`config.mk`:
```
export PLATFORM = sky130hd
export DESIGN_NAME = route_sequencer
export DESIGN_NICKNAME = d
export VERILOG_FILES = /design/src/rtl/route_sequencer.sv
export SDC_FILE = /design/constraint.sdc
export NUM_CORES = 1
export LEC_CHECK = 0
export ABC_CLOCK_PERIOD_IN_PS = 4300
export BUFFER_PORTS_ARGS = -buffer_cell sky130_fd_sc_hd__buf_2
export CORE_UTILIZATION = 50
export DETAILED_ROUTE_END_ITERATION = 7
export PLACE_DENSITY_LB_ADDON = 0.08
export SKIP_CTS_REPAIR_TIMING = 1
export SLEW_MARGIN = 20
export SYNTH_ARGS = -nofsm -noshare
export SYNTH_HDL_FRONTEND = slang
export SYNTH_SLANG_ARGS = --single-unit
export TNS_END_PERCENT = 100
```
`constraint.sdc`:
```
create_clock -name i_clk_50 -period 4.3 [get_ports i_clk_50]
set_clock_uncertainty 0.1 [all_clocks]
set_input_delay 0.86 -clock i_clk_50 [delete_from_list [all_inputs] [get_ports i_clk_50]]
set_output_delay 0.86 -clock i_clk_50 [all_outputs]
set_load 0.02 [all_outputs]
```
`src/rtl/route_sequencer.sv`:
```
// route_sequencer: steps through a programmed turn table, presenting each turn code per detected node.
// Handshakes node/node_r with the turn block; optional looping, turn timeout fault, abort.
module route_sequencer #(
    parameter int unsigned TURN_TIMEOUT = 150000000,
    parameter int unsigned TABLE_DEPTH  = 16
) (
    input  logic       i_clk_50,
    input  logic       i_rst_n,
    input  logic       i_prog_we,
    input  logic [3:0] i_prog_addr,
    input  logic [1:0] i_prog_dir,
    input  logic [4:0] i_route_len,
    input  logic       i_loop_en,
    input  logic       i_start,
    input  logic       i_abort,
    input  logic       i_node,
    input  logic       i_node_r,
    output logic [1:0] o_direction,
    output logic       o_busy,
    output logic [3:0] o_step_idx,
    output logic [3:0] o_lap_count,
    output logic       o_route_done,
    output logic       o_err_timeout
);
    typedef enum logic [2:0] {S_IDLE, S_ARM, S_TURN, S_RELEASE, S_DONE, S_FAULT} state_t;
    localparam logic [27:0] TO_LIM = 28'(TURN_TIMEOUT - 1);
    state_t      r_state, w_next;
    logic [1:0]  r_table [TABLE_DEPTH];
    logic        r_node_d, r_loop, r_busy, r_done, r_err;
    logic [4:0]  r_len;
    logic [27:0] r_cnt;
    logic [1:0]  r_dir, w_dir_n;
    logic [3:0]  r_step, r_lap, w_step_n, w_lap_n;
    logic        w_rise, w_last, w_len_ok, w_timeout, w_start_arm, w_rel_arm;
    logic        w_busy_n, w_done_n, w_err_n;
    assign w_rise    = i_node & ~r_node_d;
    assign w_last    = {1'b0, r_step} == r_len - 5'd1;
    assign w_len_ok  = i_route_len != 5'd0 && i_route_len <= 5'd16;
    assign w_timeout = r_cnt >= TO_LIM;
    always_ff @(posedge i_clk_50) begin
        if (!i_rst_n) r_state <= S_IDLE;
        else          r_state <= w_next;
    end
    always_comb begin
        w_next = r_state;
        case (r_state)
            S_IDLE:    w_next = (i_start && w_len_ok) ? S_ARM : S_IDLE;
            S_ARM:     w_next = w_rise ? S_TURN : S_ARM;
            S_TURN:    w_next = i_node_r ? S_RELEASE : !i_node ? S_ARM : w_timeout ? S_FAULT : S_TURN;
            S_RELEASE: w_next = i_node ? S_RELEASE : (w_last && !r_loop) ? S_DONE : S_ARM;
            S_DONE:    w_next = S_IDLE;
            S_FAULT:   w_next = S_FAULT;
            default:   w_next = S_IDLE;
        endcase
        if (i_abort) w_next = S_IDLE;
    end
    always_comb begin
        w_start_arm = r_state == S_IDLE && w_next == S_ARM;
        w_rel_arm   = r_state == S_RELEASE && w_next == S_ARM;
        w_step_n    = (i_abort || w_start_arm) ? 4'd0 : w_rel_arm ? (w_last ? 4'd0 : r_step + 4'd1) : r_step;
        w_lap_n     = i_abort ? 4'd0 : (w_rel_arm && w_last) ? r_lap + 4'd1 : r_lap;
        w_err_n     = !i_abort && (r_err || w_next == S_FAULT);
        // Direction only reloads on ARM entry so the turn block sees a stable code mid-turn
        w_dir_n     = (w_next == S_IDLE || w_next == S_FAULT) ? 2'd3 :
                      (w_next == S_ARM && r_state != S_ARM) ? r_table[w_step_n] : r_dir;
        w_busy_n    = w_next == S_ARM || w_next == S_TURN || w_next == S_RELEASE;
        w_done_n    = w_next == S_DONE;
    end
    always_ff @(posedge i_clk_50) begin
        if (!i_rst_n) begin
            r_node_d <= 1'b0;
            r_cnt    <= '0;
            r_len    <= 5'd1;
            r_loop   <= 1'b0;
            r_dir    <= 2'd3;
            r_busy   <= 1'b0;
            r_step   <= 4'd0;
            r_lap    <= 4'd0;
            r_done   <= 1'b0;
            r_err    <= 1'b0;
        end else begin
            r_node_d <= i_node;
            r_cnt    <= (r_state != S_TURN) ? '0 : (r_cnt != '1) ? r_cnt + 28'd1 : r_cnt;
            r_len    <= w_start_arm ? i_route_len : r_len;
            r_loop   <= w_start_arm ? i_loop_en : r_loop;
            r_dir    <= w_dir_n;
            r_busy   <= w_busy_n;
            r_step   <= w_step_n;
            r_lap    <= w_lap_n;
            r_done   <= w_done_n;
            r_err    <= w_err_n;
        end
    end
    always_ff @(posedge i_clk_50) begin
        if (!i_rst_n) begin
            for (int i = 0; i < TABLE_DEPTH; i++) r_table[i] <= 2'd3;
        end else if (i_prog_we && r_state == S_IDLE) begin
            r_table[i_prog_addr] <= i_prog_dir;
        end
    end
    assign o_direction   = r_dir;
    assign o_busy        = r_busy;
    assign o_step_idx    = r_step;
    assign o_lap_count   = r_lap;
    assign o_route_done  = r_done;
    assign o_err_timeout = r_err;
endmodule

```
==> flow_metrics.tcl, run 1 <==
set metrics [dict create \
    hold_path_depth 2 \
    cts_made_buffers 9 \
    rsz0062_at_grt "false" \
    first_iter_violations 272 \
    boundaryPins 32 \
    fin_crit_sh_pct 89.8 \
    cpPeakStageDelay_ps 520 \
    drive_gt1_share_pct 16.3 \
    route.detailed.drc 0 \
    grt_pass1_vias 3298 \
    cts_root_buffer "clkbuf_8" \
    core_area_sq_um 8380 \
    slew_viol_final 0 \
    dieArea_sq_um 9210 \
    initial_utilization_pct 52.6 \
    area_growth_pct 9.98 \
    place_inst 599 \
    maxCapViolations 0 \
    yosys_warnings 0 \
    grt_first_pass_wirelength_mm 15.7 \
    reg2reg_depth 12 \
    synth_seq_cells 83 \
    comb_power_share_pct 6.0 \
    place_congestion 0.838 \
    grt_start_max_net_pins 36 \
    synth_edf_count 32 \
    powerDensity_nw_per_um2 311 \
    rows 33 \
    total_power_mw 1.51 \
    seq_power_share_pct 54.9 \
    status "finished, final reports clean" \
    p_int_mw 1.15 \
    wl_per_cell_microns 15.5 \
    crit_path_end_kind "flip-flop" \
    die_y_microns 95.9 \
    ant_nets 0 \
    cts_tree "yes" \
    grt_usage_pct 22.5 \
    critPathSlowestCell "and2_1" \
    vias 3592 \
    dr.pass1.iters 5 \
    die_w_microns 95.9 \
    synth_fp_nets 502 \
    clk_path_buf_depth 2 \
    max_freq_ghz 0.259 \
    switching_share_pct 23.7 \
    ff2ff_setup_slack_ps 440 \
    crit_chain "inv_1 > ha_1 > or2_0 > a211oi_2 > o211ai_2 > o31a_1 > o311ai_1 > and2_1 > o21a_1 > mux4_2 > o32ai_2 > a211oi_1" \
    hp-class "flip-flop to flip-flop" \
    num-nets-final 528 \
    postLayoutCoreUtil_pct 57.9 \
    setup_viol 0 \
    cp-endpoint "o_direction[1]$_SDFFE_PP1P_" \
    holdWs_ps 388 \
    max_slew_margin_pct 46.0 \
    startpoint_type "flip-flop" \
    ys_types 71 \
    ys_seq_area_share_pct 44.9 \
    tightest_slew_ps 803 \
    n_antenna_cell 0 \
    synth_area_sq_um 4410 \
    rr_endpoint "o_direction[1]$_SDFFE_PP1P_" \
    ir_drop_uv 185 \
    clkPwrFrac_pct 39.1 \
    routed_via_density 5.84 \
    antenna_found_initial 0 \
    wirelength_mm 9.52 \
    hold_violations 0 \
    setup_tns_ps 0 \
    criticalPathCategory "flip-flop to flip-flop" \
    p_leak_nw 1.62 \
    p_switching_mw 0.358 \
    cp_max_fo 16 \
    dp_hpwl_mm 6.98 \
    clk_pin_slew_ps 80 \
    synthCells 479 \
    cts_max_level 3 \
    cp.required_ps 4440 \
    min_period_ps 3860 \
    synthFlopType "dfxtp_1" \
    cp-startpoint "r_len[0]$_SDFFE_PN1P_" \
    syn_avg_cell_area_sq_um 9.21 \
    grt_overflow 0 \
    worst_ep_arrival_time_ps 4000 \
    io_buffers 31 \
    clock_latency_ps 360 \
    final_cell_count_no_fill 615 \
    r2r_start "r_len[0]$_SDFFE_PN1P_" \
    cts.sinks 83 \
    synthArstFlopShare_pct 0 \
]
synth_stat cells (2+ instances only):
cell type	n	area [sq um]
dfxtp_1	51	1020
a211oi_1	4	30.0
and2_1	7	43.8
o211ai_1	13	97.6
ha_1	4	50.1
xor2_1	19	166
or4_1	3	22.5
o21ai_1	2	10.0
or3_1	6	37.5
nand3b_1	2	15.0
and4_1	4	35.0
nor3b_1	2	15.0
nand2b_1	13	81.3
clkbuf_1	16	60.1
nor4_1	6	37.5
o21a_1	2	15.0
a31oi_1	4	25.0
nand4_1	9	56.3
nand3_1	30	150
o21ai_0	7	35.0
nor2_1	49	184
a211o_1	3	26.3
and3_1	11	68.8
inv_1	17	63.8
buf_2	2	10.0
or2_2	20	125
a21oi_1	12	60.1
nand2_1	49	184
a21boi_0	5	37.5
xnor2_1	14	123
mux2i_1	4	40.0
edfxtp_1	32	961
nor2b_1	4	25.0
nor3_1	14	70.1
buf_6	2	22.5
o221ai_1	2	17.5
worst max-delay path, delay by kind of cell (launching register included):
kind	cells	cell delay, ps
AOI/OAI and AO/OA	7	1660
adders and majority gates	1	250
buffers and inverters	1	60
DFF	1	400
muxes	1	510
and+or+nand+nor	2	770
layout by cell type, fill, tap and decap left out, types with 2 or more instances in the layout:
| master | count |
|---|---|
| o21ai_0 | 7 |
| mux2i_1 | 4 |
| and4_1 | 4 |
| or3_1 | 6 |
| a211oi_1 | 4 |
| xor2_1 | 19 |
| nand3b_1 | 2 |
| and2_1 | 7 |
| nand2b_1 | 13 |
| a31oi_1 | 4 |
| buf_2 | 31 |
| buf_4 | 4 |
| clkbuf_16 | 2 |
| ha_1 | 4 |
| o221ai_1 | 2 |
| o211ai_1 | 13 |
| clkbuf_8 | 10 |
| a21boi_0 | 5 |
| nor4_1 | 6 |
| xnor2_1 | 14 |
| inv_1 | 17 |
| nor2_1 | 49 |
| nand2_1 | 49 |
| a21oi_1 | 12 |
| a211o_1 | 3 |
| or4_1 | 3 |
| o21ai_1 | 2 |
| o21a_1 | 2 |
| edfxtp_1 | 32 |
| nand3_1 | 30 |
| nor2b_1 | 4 |
| or2_2 | 20 |
| and3_1 | 11 |
| nor3b_1 | 2 |
| nor3_1 | 14 |
| dfxtp_1 | 51 |
| nand4_1 | 9 |
how the worst min path moves through the flow:
stage / startpoint / end / slack (ps)
after floorplan: r_len[1]$_SDFFE_PN0P_ / r_len[1]$_SDFFE_PN0P_ / 360
after global placement: o_err_timeout$_SDFF_PN0_ / o_err_timeout$_SDFF_PN0_ / 350
after detailed placement: o_err_timeout$_SDFF_PN0_ / o_err_timeout$_SDFF_PN0_ / 380
after CTS: o_err_timeout$_SDFF_PN0_ / o_err_timeout$_SDFF_PN0_ / 400
after global routing: r_len[1]$_SDFFE_PN0P_ / r_len[1]$_SDFFE_PN0P_ / 420
final: o_err_timeout$_SDFF_PN0_ / o_err_timeout$_SDFF_PN0_ / 390
through the flow:
stage | setup slack (ps) | area [sq um]
2_1_floorplan | 648 | 4410
3_3_place_gp | 518 | 4640
3_5_place_dp | 353 | 4640
4_1_cts | 461 | 4850
5_1_grt | 162 | 4850
6_report | 438 | 4850
registers in the layout, summed over array words and instances, names as in the netlist:
name           count
o_route_done       1
r_state            3
o_step_idx         4
o_direction        2
o_err_timeout      1
r_loop             1
r_cnt             28
o_busy             1
o_lap_count        4
r_table           32
r_node_d           1
r_len              5
kinds of logic after synthesis:
family,Yosys count,synth area share [%]
XOR/XNOR,34,6.92
multiplexers,6,1.67
AO/OA/AOI/OAI,76,13.5
buffers and inverters,37,3.54
adder cells (fa/ha/maj),4,1.13
flip-flops,83,44.9
AND/OR/NAND/NOR,239,28.3
cell type report:
class                   instances  area [sq um]
clock buffers                  13           191
multi-input cells             359          2270
inverters                      17          63.8
flip-flops and latches         83          1980
clock inverters                 3          25.0
well taps                     105           131
fillers                       752          3530
repair buffers                 35           185
power by group through the flow:
stage                     registers [mW]  clock network [mW]  logic (mW)
after floorplan                    0.845                   0      0.0626
after global placement             0.847                   0      0.0886
after global routing               0.831               0.636       0.101
final                              0.829               0.591      0.0910
after CTS                          0.829               0.605      0.0907
after detailed placement           0.848                   0      0.0904
metal layers:
| layer | GRT usage (%) | share of wire (%) |
|---|---|---|
| met5 | 0 | 0 |
| met4 | 6.97 | 1.5 |
| met3 | 4.98 | 5.5 |
| met2 | 36.0 | 45 |
| met1 | 30.4 | 48 |
Power figures use the tool's default switching activity.
==> run 2, diff against run 1 <==
--- a/config.mk
+++ b/config.mk
@@ -7,7 +7,7 @@
 export LEC_CHECK = 0
 export ABC_CLOCK_PERIOD_IN_PS = 4300
 export BUFFER_PORTS_ARGS = -buffer_cell sky130_fd_sc_hd__buf_2
-export CORE_UTILIZATION = 50
+export CORE_UTILIZATION = 31
 export DETAILED_ROUTE_END_ITERATION = 7
 export PLACE_DENSITY_LB_ADDON = 0.08
 export SKIP_CTS_REPAIR_TIMING = 1
==> flow_metrics.tcl, run 2 (synthesis results as in run 1) <==
set metrics [dict create \
    status "finished, final reports clean" \
    wirelength_mm 11.0 \
    grt_usage_pct 16.4 \
    route.detailed.drc 0 \
    initial_utilization_pct 31.8 \
    clk_path_buf_depth 2 \
    startpoint_type "flip-flop" \
    top_register "r_table" \
    place_congestion 0.775 \
    final_cell_mix "dfxtp_1 (51), nand2_1 (49), nor2_1 (49)" \
    p_switching_mw 0.413 \
    tightest_slew_ps 625 \
    rows 43 \
    maxCapViolations 0 \
    cts_made_buffers 9 \
    clock_latency_ps 340 \
    hold_violations 0 \
    core_area_sq_um 13900 \
    fin_crit_sh_pct 84.6 \
    ir_drop_uv 208 \
    cp.required_ps 4430 \
    wl_per_cell_microns 15.9 \
    boundaryPins 32 \
    ant_nets 0 \
    antenna_found_initial 0 \
    clkPwrFrac_pct 46.2 \
    routed_via_density 5.14 \
    placed_area_sq_um 4750 \
    switching_share_pct 23.9 \
    largest_reg_flops 32 \
    final_cell_count_no_fill 693 \
    dieArea_sq_um 14700 \
    reg.largest.list "r_table x32, r_cnt x28, r_len x5" \
    dr.pass1.iters 4 \
    seq_power_share_pct 48.2 \
    dp_hpwl_mm 8.07 \
    die_w_microns 121 \
    criticalPathCategory "flip-flop to flip-flop" \
    first_iter_violations 215 \
    design_area_sq_um 5050 \
    comb_power_share_pct 5.6 \
    rsz0062_at_grt "false" \
    grt_overflow 0 \
    slew_viol_final 0 \
    die_y_microns 121 \
    cts_max_level 3 \
    n_antenna_cell 0 \
    cts.sinks 83 \
    pre_cts_ws_ps 459 \
    crit_path_end_kind "flip-flop" \
    setup_tns_ps 0 \
    cts_root_buffer "clkbuf_16" \
    worst_ep_arrival_time_ps 3770 \
    cts_tree "yes" \
    worst_slack_ps 664 \
    min_period_ps 3640 \
    setup_viol 0 \
    max_slew_margin_pct 58.2 \
    max_freq_ghz 0.275 \
    postLayoutCoreUtil_pct 36.4 \
    grt_pass1_vias 3439 \
    grt_start_max_net_pins 35 \
    hp-class "flip-flop to flip-flop" \
    drive_gt1_share_pct 16.8 \
    vias 3563 \
    p_leak_nw 1.67 \
    cp_max_fo 9 \
    place_inst 677 \
    p_int_mw 1.31 \
    io_buffers 31 \
    grt_first_pass_wirelength_mm 18.3 \
    final_common_cell "dfxtp_1" \
    num-nets-final 531 \
    clk_pin_slew_ps 70 \
    area_growth_pct 14.5 \
    powerDensity_nw_per_um2 341 \
]
## run 2: cell count changes in the layout (fill, tap and decap cells not counted)
cell	previous run	this run
buf_4	4	7
bufinv_16	0	1
clkbuf_1	1	0
clkbuf_16	2	9
clkbuf_8	10	0
clkinv_1	0	1
clkinvlp_4	1	2
inv_6	1	2
## run 2: final timing paths
path / slack, ps / endpoint / start / cells past startpoint
worst max-delay path: 660 / o_direction[1]$_SDFFE_PP1P_ / r_len[0]$_SDFFE_PN1P_ / 12
worst min-delay path: 370 / o_err_timeout$_SDFF_PN0_ / o_err_timeout$_SDFF_PN0_ / 2
worst max register to register: 660 / o_direction[1]$_SDFFE_PP1P_ / r_len[0]$_SDFFE_PN1P_ / 12
worst min register to register: 370 / o_err_timeout$_SDFF_PN0_ / o_err_timeout$_SDFF_PN0_ / 2
## run 2: through the flow
step	hold WS [ps]	power, mW
floorplan	357	0.907
global placement	354	0.945
detailed placement	359	0.946
CTS	377	1.74
global route	415	1.79
finish	369	1.72
## run 2: critical path: stages (launching register included)
cell,delay [ps]
dfxtp_1,380
inv_1,60
ha_1,250
or2_0,250
a211oi_2,230
o211ai_2,170
o31a_1,320
o311ai_1,390
and2_1,370
o21a_1,220
mux4_2,510
o32ai_2,200
a211oi_1,60
## run 2: area by class of cell
| type | count | area [sq um] |
|---|---|---|
| fillers | 1439 | 8830 |
| multi-input cells | 359 | 2270 |
| flip-flops and latches | 83 | 1980 |
| clock buffers | 9 | 225 |
| well taps | 180 | 225 |
| repair buffers | 38 | 208 |
| clock inverters | 7 | 75.1 |
| inverters | 17 | 63.8 |
## run 2: power by group through the flow
stage          clock network, mW  logic [mW]  registers [mW]
2_1_floorplan                  0      0.0626           0.845
3_3_place_gp                   0      0.0972           0.848
3_5_place_dp                   0      0.0981           0.848
4_1_cts                    0.816      0.0984           0.830
5_1_grt                    0.851       0.109           0.831
6_report                   0.796      0.0970           0.830
## run 2: routing by layer
| layer | wire [microns] | global-route usage, % |
|---|---|---|
| met2 | 4930 | 24.6 |
| met3 | 521 | 3.20 |
| met5 | 0 | 0 |
| met4 | 211 | 6.48 |
| met1 | 5330 | 22.9 |
